$ cat config.mk
export PLATFORM = sky130hd
export DESIGN_NAME = clock_failover_ctrl
export DESIGN_NICKNAME = d
export VERILOG_FILES = /design/src/rtl/clock_failover_pkg.sv /design/src/rtl/period_tick_gen.sv /design/src/rtl/clock_failover_ctrl.sv
export SDC_FILE = /design/constraint.sdc
export NUM_CORES = 1
export LEC_CHECK = 0
export BUFFER_PORTS_ARGS = -buffer_cell sky130_fd_sc_hd__buf_2
export CORE_UTILIZATION = 49
export CTS_CLUSTER_DIAMETER = 150
export CTS_CLUSTER_SIZE = 16
export DETAILED_ROUTE_END_ITERATION = 12
export GPL_TIMING_DRIVEN = 0
export PLACE_DENSITY = 0.68
export RECOVER_POWER = 25
export SLEW_MARGIN = 20
export SYNTH_ARGS = -nofsm -noshare
export SYNTH_HDL_FRONTEND = slang
export SYNTH_SLANG_ARGS = --single-unit
$ cat constraint.sdc
create_clock -name clk -period 3.84 [get_ports clk]
set_input_delay 0.768 -clock clk [delete_from_list [all_inputs] [get_ports clk]]
set_output_delay 0.768 -clock clk [all_outputs]
set_load 0.03 [all_outputs]
$ cat src/rtl/clock_failover_pkg.sv
// Shared types and defaults for the clock failover controller.
// The state encoding is visible on the state output, so the values are fixed.
package clock_failover_pkg;

  localparam int STATE_W = 2;

  typedef enum logic [STATE_W-1:0] {
    NORMAL   = 2'd0,
    SUSPECT  = 2'd1,
    FAILOVER = 2'd2,
    RECOVER  = 2'd3
  } state_e;

  localparam int DEFAULT_CONFIRM_CNT = 4;
  localparam int DEFAULT_RECOVER_CNT = 16;

  // Sized for the largest legal CONFIRM_CNT (15) and RECOVER_CNT (255).
  localparam int FCNT_W = 4;
  localparam int RCNT_W = 8;

endpackage

$ cat src/rtl/period_tick_gen.sv
// Evaluation strobe generator: one-cycle tick every p cycles, with p = set_period
// (0 treated as 1), and set_period sampled only when the counter reloads.
module period_tick_gen #(
  parameter int WIDTH = 8
) (
  input  logic             clk,
  input  logic             rst,
  input  logic [WIDTH-1:0] set_period,
  output logic             tick
);

  logic [WIDTH-1:0] cnt_q, cnt_d;
  logic [WIDTH-1:0] period_eff;
  logic [WIDTH-1:0] base;
  logic             start_q;
  logic             tick_q, tick_d;

  // start_q forces a load on the first edge after reset, so the first tick
  // lands exactly p cycles after release without an async load of set_period.
  // NOTE: every signal written here gets a default-free full assignment, so no latch is inferred.
  always_comb begin
    period_eff = (set_period == '0) ? WIDTH'(1) : set_period;
    base       = (start_q || tick_q) ? period_eff : cnt_q;
    tick_d     = (base == WIDTH'(1));
    cnt_d      = base - WIDTH'(1);
  end

  // NOTE: sequential state uses non-blocking assignments and an async active-low reset.
  always_ff @(posedge clk or negedge rst) begin
    if (!rst) begin
      cnt_q   <= '0;
      start_q <= 1'b1;
      tick_q  <= 1'b0;
    end else begin
      cnt_q   <= cnt_d;
      start_q <= 1'b0;
      tick_q  <= tick_d;
    end
  end

  assign tick = tick_q;

endmodule

$ cat src/rtl/clock_failover_ctrl.sv
// Qualifies the clock monitor FAIL flag on periodic ticks and drives the
// backup-clock select, a sticky host alarm and a saturating failover count.
module clock_failover_ctrl
  import clock_failover_pkg::*;
#(
  parameter int WIDTH       = 8,
  parameter int CONFIRM_CNT = DEFAULT_CONFIRM_CNT,
  parameter int RECOVER_CNT = DEFAULT_RECOVER_CNT
) (
  input  logic               clk,
  input  logic               rst,
  input  logic               fail_in,
  input  logic [WIDTH-1:0]   set_period,
  input  logic               alarm_ack,
  output logic               tick,
  output logic               sel_backup,
  output logic               alarm,
  output logic [STATE_W-1:0] state,
  output logic [WIDTH-1:0]   fail_count
);

  localparam logic [FCNT_W-1:0] CONFIRM_V = FCNT_W'(CONFIRM_CNT);
  localparam logic [RCNT_W-1:0] RECOVER_V = RCNT_W'(RECOVER_CNT);

  logic              sync1_q, fail_s_q;
  state_e            state_q, state_d;
  logic [FCNT_W-1:0] fcnt_q, fcnt_d;
  logic [RCNT_W-1:0] rcnt_q, rcnt_d;
  logic              enter_fo;
  logic              sel_backup_q, sel_backup_d;
  logic              alarm_q, alarm_d;
  logic [WIDTH-1:0]  fail_count_q, fail_count_d;

  period_tick_gen #(
    .WIDTH(WIDTH)
  ) u_tick_gen (
    .clk       (clk),
    .rst       (rst),
    .set_period(set_period),
    .tick      (tick)
  );

  always_comb begin
    state_d  = state_q;
    fcnt_d   = fcnt_q;
    rcnt_d   = rcnt_q;
    enter_fo = 1'b0;
    if (tick) begin
      unique case (state_q)
        NORMAL: begin
          if (fail_s_q) begin
            if (CONFIRM_V == FCNT_W'(1)) begin
              state_d  = FAILOVER;
              enter_fo = 1'b1;
              fcnt_d   = '0;
            end else begin
              state_d = SUSPECT;
              fcnt_d  = FCNT_W'(1);
            end
          end
        end
        SUSPECT: begin
          if (fail_s_q) begin
            if (fcnt_q + FCNT_W'(1) == CONFIRM_V) begin
              state_d  = FAILOVER;
              enter_fo = 1'b1;
              fcnt_d   = '0;
            end else begin
              fcnt_d = fcnt_q + FCNT_W'(1);
            end
          end else begin
            state_d = NORMAL;
            fcnt_d  = '0;
          end
        end
        FAILOVER: begin
          if (!fail_s_q) begin
            if (RECOVER_V == RCNT_W'(1)) begin
              state_d = NORMAL;
              rcnt_d  = '0;
            end else begin
              state_d = RECOVER;
              rcnt_d  = RCNT_W'(1);
            end
          end
        end
        RECOVER: begin
          if (fail_s_q) begin
            state_d  = FAILOVER;
            enter_fo = 1'b1;
            rcnt_d   = '0;
          end else if (rcnt_q + RCNT_W'(1) == RECOVER_V) begin
            state_d = NORMAL;
            rcnt_d  = '0;
          end else begin
            rcnt_d = rcnt_q + RCNT_W'(1);
          end
        end
        default: state_d = NORMAL;
      endcase
    end

    sel_backup_d = (state_d == FAILOVER) || (state_d == RECOVER);
    // A new entry outranks a simultaneous host acknowledge.
    alarm_d      = enter_fo ? 1'b1 : (alarm_ack ? 1'b0 : alarm_q);
    fail_count_d = (enter_fo && (fail_count_q != '1)) ? fail_count_q + WIDTH'(1)
                                                      : fail_count_q;
  end

  always_ff @(posedge clk or negedge rst) begin
    if (!rst) begin
      sync1_q      <= 1'b0;
      fail_s_q     <= 1'b0;
      state_q      <= NORMAL;
      fcnt_q       <= '0;
      rcnt_q       <= '0;
      sel_backup_q <= 1'b0;
      alarm_q      <= 1'b0;
      fail_count_q <= '0;
    end else begin
      sync1_q      <= fail_in;
      fail_s_q     <= sync1_q;
      state_q      <= state_d;
      fcnt_q       <= fcnt_d;
      rcnt_q       <= rcnt_d;
      sel_backup_q <= sel_backup_d;
      alarm_q      <= alarm_d;
      fail_count_q <= fail_count_d;
    end
  end

  assign sel_backup = sel_backup_q;
  assign alarm      = alarm_q;
  assign state      = state_q;
  assign fail_count = fail_count_q;

endmodule

### Word level (Yosys, flattened, before mapping)

Cells that the tools add are included.

| word-level totals | value |
|---|---|
| input bits | 12 |
| word-level logic and storage cells | 61 |
| register bits | 36 |

| cells by class | value |
|---|---|
| mux-type cells | 25 |
| equal/unequal tests | 11 |
| add/sub/neg operators | 4 |
| reductions and logical operators | 10 |

Operators with widths:

| cell | count |
|---|---|
| $mux W8 | 5 |
| $add A8 B1 Y8 const B | 2 |
| $pmux W8 S2 | 1 |
| $mux W2 | 7 |
| $mux W4 | 3 |
| $eq A2 B2 Y1 const B | 4 |
| $eq A8 B1 Y1 const B | 1 |
| $eq A8 B5 Y1 const B | 1 |
| $logic_not A8 Y1 | 1 |
| $ne A8 B8 Y1 const B | 1 |
| $pmux W2 S4 | 1 |
| $pmux W4 S2 | 1 |
| $sub A8 B1 Y8 const B | 1 |
| $mux W1 | 6 |
| $reduce_and A3 Y1 | 2 |
| $reduce_bool A2 Y1 | 3 |
| $add A4 B1 Y4 const B | 1 |
| $eq A4 B3 Y1 const B | 1 |
| $ne A2 B2 Y1 const B | 2 |
| $eq A2 B1 Y1 const B | 1 |
| $logic_not A2 Y1 | 1 |
| $logic_or A1 B1 Y1 | 2 |
| $pmux W1 S2 | 1 |
| $logic_and A1 B1 Y1 | 1 |

### Depth between registers and ports, before layout

| logic depth | value |
|---|---|
| depth after elaboration | 8 |
| gate-level depth with buffers | 9 |

### Hierarchy

A second synthesis with hierarchy kept.

| unflattened totals | value |
|---|---|
| cells, all modules | 208 |
| area, all modules | 2,080.7 sq um |

Modules (own cells, without submodules):

| module | area each (sq um) | cells an instance | sequential area each (sq um) | instances |
|---|---|---|---|---|
| clock_failover_ctrl | 1,480.2 | 150 | 650.6 | 1 |
| period_tick_gen | 600.6 | 58 | 251.5 | 1 |

### Worst setup path after synthesis

Ideal clock, no wire load.

| timing path | value |
|---|---|
| path type | input -> register |
| start | input set_period[5] |
| end | register u_tick_gen.cnt_q[6] |
| arrival time | 1.782 ns |
| required time | 3.717 ns |
| stages | 9 |
| path slack | 1.935 ns |
| buffers on the path | 0 |
| cells stage by stage | nor3_1 > a31oi_1 > nand2_1 > o21a_1 > inv_1 > ha_1 > o21ai_1 > nor2_1 > xnor2_1 |

| between the ends | value |
|---|---|
| longest elaborated chain between the ends | 4 |

RTL lines:

| what | line | source |
|---|---|---|
| start, declared | clock_failover_ctrl.sv:13 | `input logic [WIDTH-1:0] set_period,` |
| $logic_not A8 Y1 | period_tick_gen.sv:22 | `period_eff = (set_period == '0) ? WIDTH'(1) : set_period;` |
| $mux W8 * | period_tick_gen.sv:22 |  |
| $mux W8 * | period_tick_gen.sv:23 | `base = (start_q \|\| tick_q) ? period_eff : cnt_q;` |
| $sub A8 B1 Y8 * | period_tick_gen.sv:25 | `cnt_d = base - WIDTH'(1);` |
| via u_tick_gen.cnt_d[6] | period_tick_gen.sv:12 | `logic [WIDTH-1:0] cnt_q, cnt_d;` |
| end signal, assigned | period_tick_gen.sv:35 | `cnt_q <= cnt_d;` |
| end, declared | period_tick_gen.sv:12 |  |

Mark *: on every way through the listed nets, which the timed path passes. The rest lies on a longest branch.
A chain may end at the register's enable or synchronous reset.

==> results_dict.tcl <==
set metrics [dict create \
    status "finished with violations" \
    violations "capacitance limit, slew limit" \
    synth_compound_area_share_pct 16.1 \
    synth_nets 224 \
    cp.arrival_ps 2150 \
    worstSkewPairLatency_ps 280 \
    tightestPinTransition_ps 1940 \
    htreeDepth 2 \
    yosys_warnings 0 \
    synth_flop_cell "dfrtp_1" \
    ys_top_cells_by_area "dfrtp_1, ha_1, mux2i_1" \
    yosysMostFrequentCell "dfrtp_1" \
    grt_setup_unrepaired "false" \
    hold_buffers 0 \
    initial_core_util_pct 53.3 \
    path_class "input pin to asynchronous set/reset pin" \
    ys_ff_latch 36 \
    synth-xor-area-share_pct 6.49 \
    slowest_delay_ps 1370 \
    grt_pass1_wl_um 7000 \
    setup_viol 0 \
    firstDrtPassIters 6 \
    async_flop_share_pct 100 \
    dieArea_um2 4390 \
    hold_viol_final 0 \
    drv_cap 1 \
    coreArea_um2 3800 \
    hp-class "flip-flop to flip-flop" \
    synthesis.area_um2 2020 \
    relSlewSlack_pct -29.4 \
    wl_um 4010 \
    synth_top_family_by_area "simple AND/OR/NAND/NOR gates" \
    max_freq_ghz 0.468 \
    fp.dieH_um 66.3 \
    reg2regPathDepth 6 \
    routed_via_density 5.72 \
    p_total_w 0.000783 \
    grt_max_degree 37 \
    area_growth_pct 12.7 \
    worst_ep_required_time_ps 3850 \
    postCtsSetupBuffers 0 \
    synthMuxAreaShare_pct 4.20 \
    synth_common_cells "dfrtp_1, nor2_1, nand2_1, nor3_1, nand3_1" \
    cp.buffers_inverters 1 \
    critical_path.top_delay_family "buffers and inverters" \
    tns_ps 0 \
    placement_rows 22 \
    power_density_nw_per_um2 343 \
    critPathSlowestCell "clkbuf_1" \
    drcViolationCount 0 \
    gr-total-overflow 0 \
    cp_max_fo 36 \
    synth-simple-area-share_pct 21.1 \
    cts_made_buffers 5 \
    synth_top_area_share_pct 43.3 \
    place_congestion 0.846 \
    layout_min_cycle_time_ps 2140 \
    grt_pass1_vias 1570 \
    clockBufferDepth 2 \
    cp.depth 1 \
    antennaDiodeCount 0 \
    p_leak_nw 1.12 \
    nets 255 \
    fin_crit_sh_pct 55.7 \
    finalClockSkew_ps 3.71 \
    synth_seq_area_share_pct 44.6 \
    cts_sinks 36 \
    ir_worst_vdd_uv 201 \
    layout.cells.non_filler 284 \
    drt_iter0_drc 39 \
    die_width_um 66.3 \
    grt_use_total_pct 21.3 \
    start_kind "input pin" \
    crit_chain "clkbuf_1" \
    cts_root_buf "clkbuf_8" \
    ant_nets 0 \
    holdWs_ps 345 \
    antenna_found_initial 0 \
    synth_edf_count 0 \
    synth.avg_cell_area_um2 9.88 \
    cts_tree "done" \
    cts-resized-gates 0 \
    synthAdderAreaFrac_pct 4.33 \
    portBuffers 24 \
    ys_types 52 \
    whs_path_depth 0 \
    report.final.slew_viol_count 37 \
    syn_inst 205 \
    yosysTopAreaCell "dfrtp_1" \
    cts.clk_slew.worst_paths_ps 70 \
    boundaryPins 25 \
    drive_gt1_share_pct 17.4 \
    end_kind "asynchronous set/reset pin" \
    via_count 1624 \
    numPlacedInstances 277 \
    drt-wirelength-per-cell_um 14.1 \
    dp_hpwl_um 2910 \
]
through the flow:
stage          setup WS (ps)  instance area (µm²)  utilization (%)
2_1_floorplan           1940                 2020                -
3_3_place_gp            1700                 2200             58.0
3_5_place_dp            1650                 2200             58.0
4_1_cts                 1820                 2280             60.1
5_1_grt                 1230                 2280             60.0
6_report                1700                 2280             60.0
area by class of cell:
class | instances | area [µm²]
Fill cell | 339 | 1520
Multi-Input combinational cell | 158 | 1060
Sequential cell | 36 | 902
Timing Repair Buffer | 24 | 119
Clock buffer | 6 | 72.6
Tap cell | 48 | 60.1
Buffer | 4 | 33.8
Inverter | 7 | 26.3
Clock inverter | 1 | 5.00
per-layer routing:
layer / vias to the layer above / track usage [%] / wire length [µm]
met5: - / 0 / 0
met4: 0 / 8.78 / 59
met3: 7 / 3.97 / 163
met2: 35 / 38.1 / 2030
met1: 778 / 24.8 / 1760
li1: 804 / - / -
logic make-up after synthesis:
logic type,after synthesis
compound gates,47
mux,8
xor+xnor,15
simple gates,80
buf+inv,11
fa+ha+maj,7
other cells,1
flops,36
power by group:
part | internal [W] | total [W] | switching, W
Clock | 0.000123 | 0.000245 | 0.000122
Sequential | 0.000407 | 0.000439 | 0.0000315
Combinational | 0.0000418 | 0.000100 | 0.0000583
Total | 0.000572 | 0.000783 | 0.000211
path summary, 6_finish.rpt:
check	from	end	slack [ps]
max	rst	sync1_q$_DFF_PN0_	1700
min	sync1_q$_DFF_PN0_	fail_s_q$_DFF_PN0_	350
max reg2reg	fcnt_q[0]$_DFFE_PN0P_	fail_count[1]$_DFFE_PN0P_	1820
min reg2reg	sync1_q$_DFF_PN0_	fail_s_q$_DFF_PN0_	350
max in group clk	fcnt_q[0]$_DFFE_PN0P_	fail_count[1]$_DFFE_PN0P_	1820
min in group asynchronous	rst	fcnt_q[3]$_DFFE_PN0P_	1030
flip-flops by register name, indices dropped and copies added (netlist names):
register / cells
alarm: 1
fail_count: 8
fail_s_q: 1
fcnt_q: 4
rcnt_q: 8
sel_backup: 1
state: 2
sync1_q: 1
u_tick_gen.cnt_q: 8
u_tick_gen.start_q: 1
u_tick_gen.tick: 1
layout by cell type, fill, tap and decap left out, drive strengths merged, types with 2 or more instances in the layout:
cell	n
a211oi	4
a21o	6
a21oi	5
a31oi	5
and2	2
and2b	2
and3	2
and4	2
buf	26
clkbuf	8
dfrtp	35
ha	7
inv	7
mux2i	7
nand2	14
nand3	9
nand3b	2
nand4	2
nor2	16
nor2b	2
nor3	11
nor3b	3
nor4	3
o21a	2
o21ai	14
o31ai	3
or2	4
or3	3
xnor2	7
xor2	8
Power figures use the tool's default switching activity.
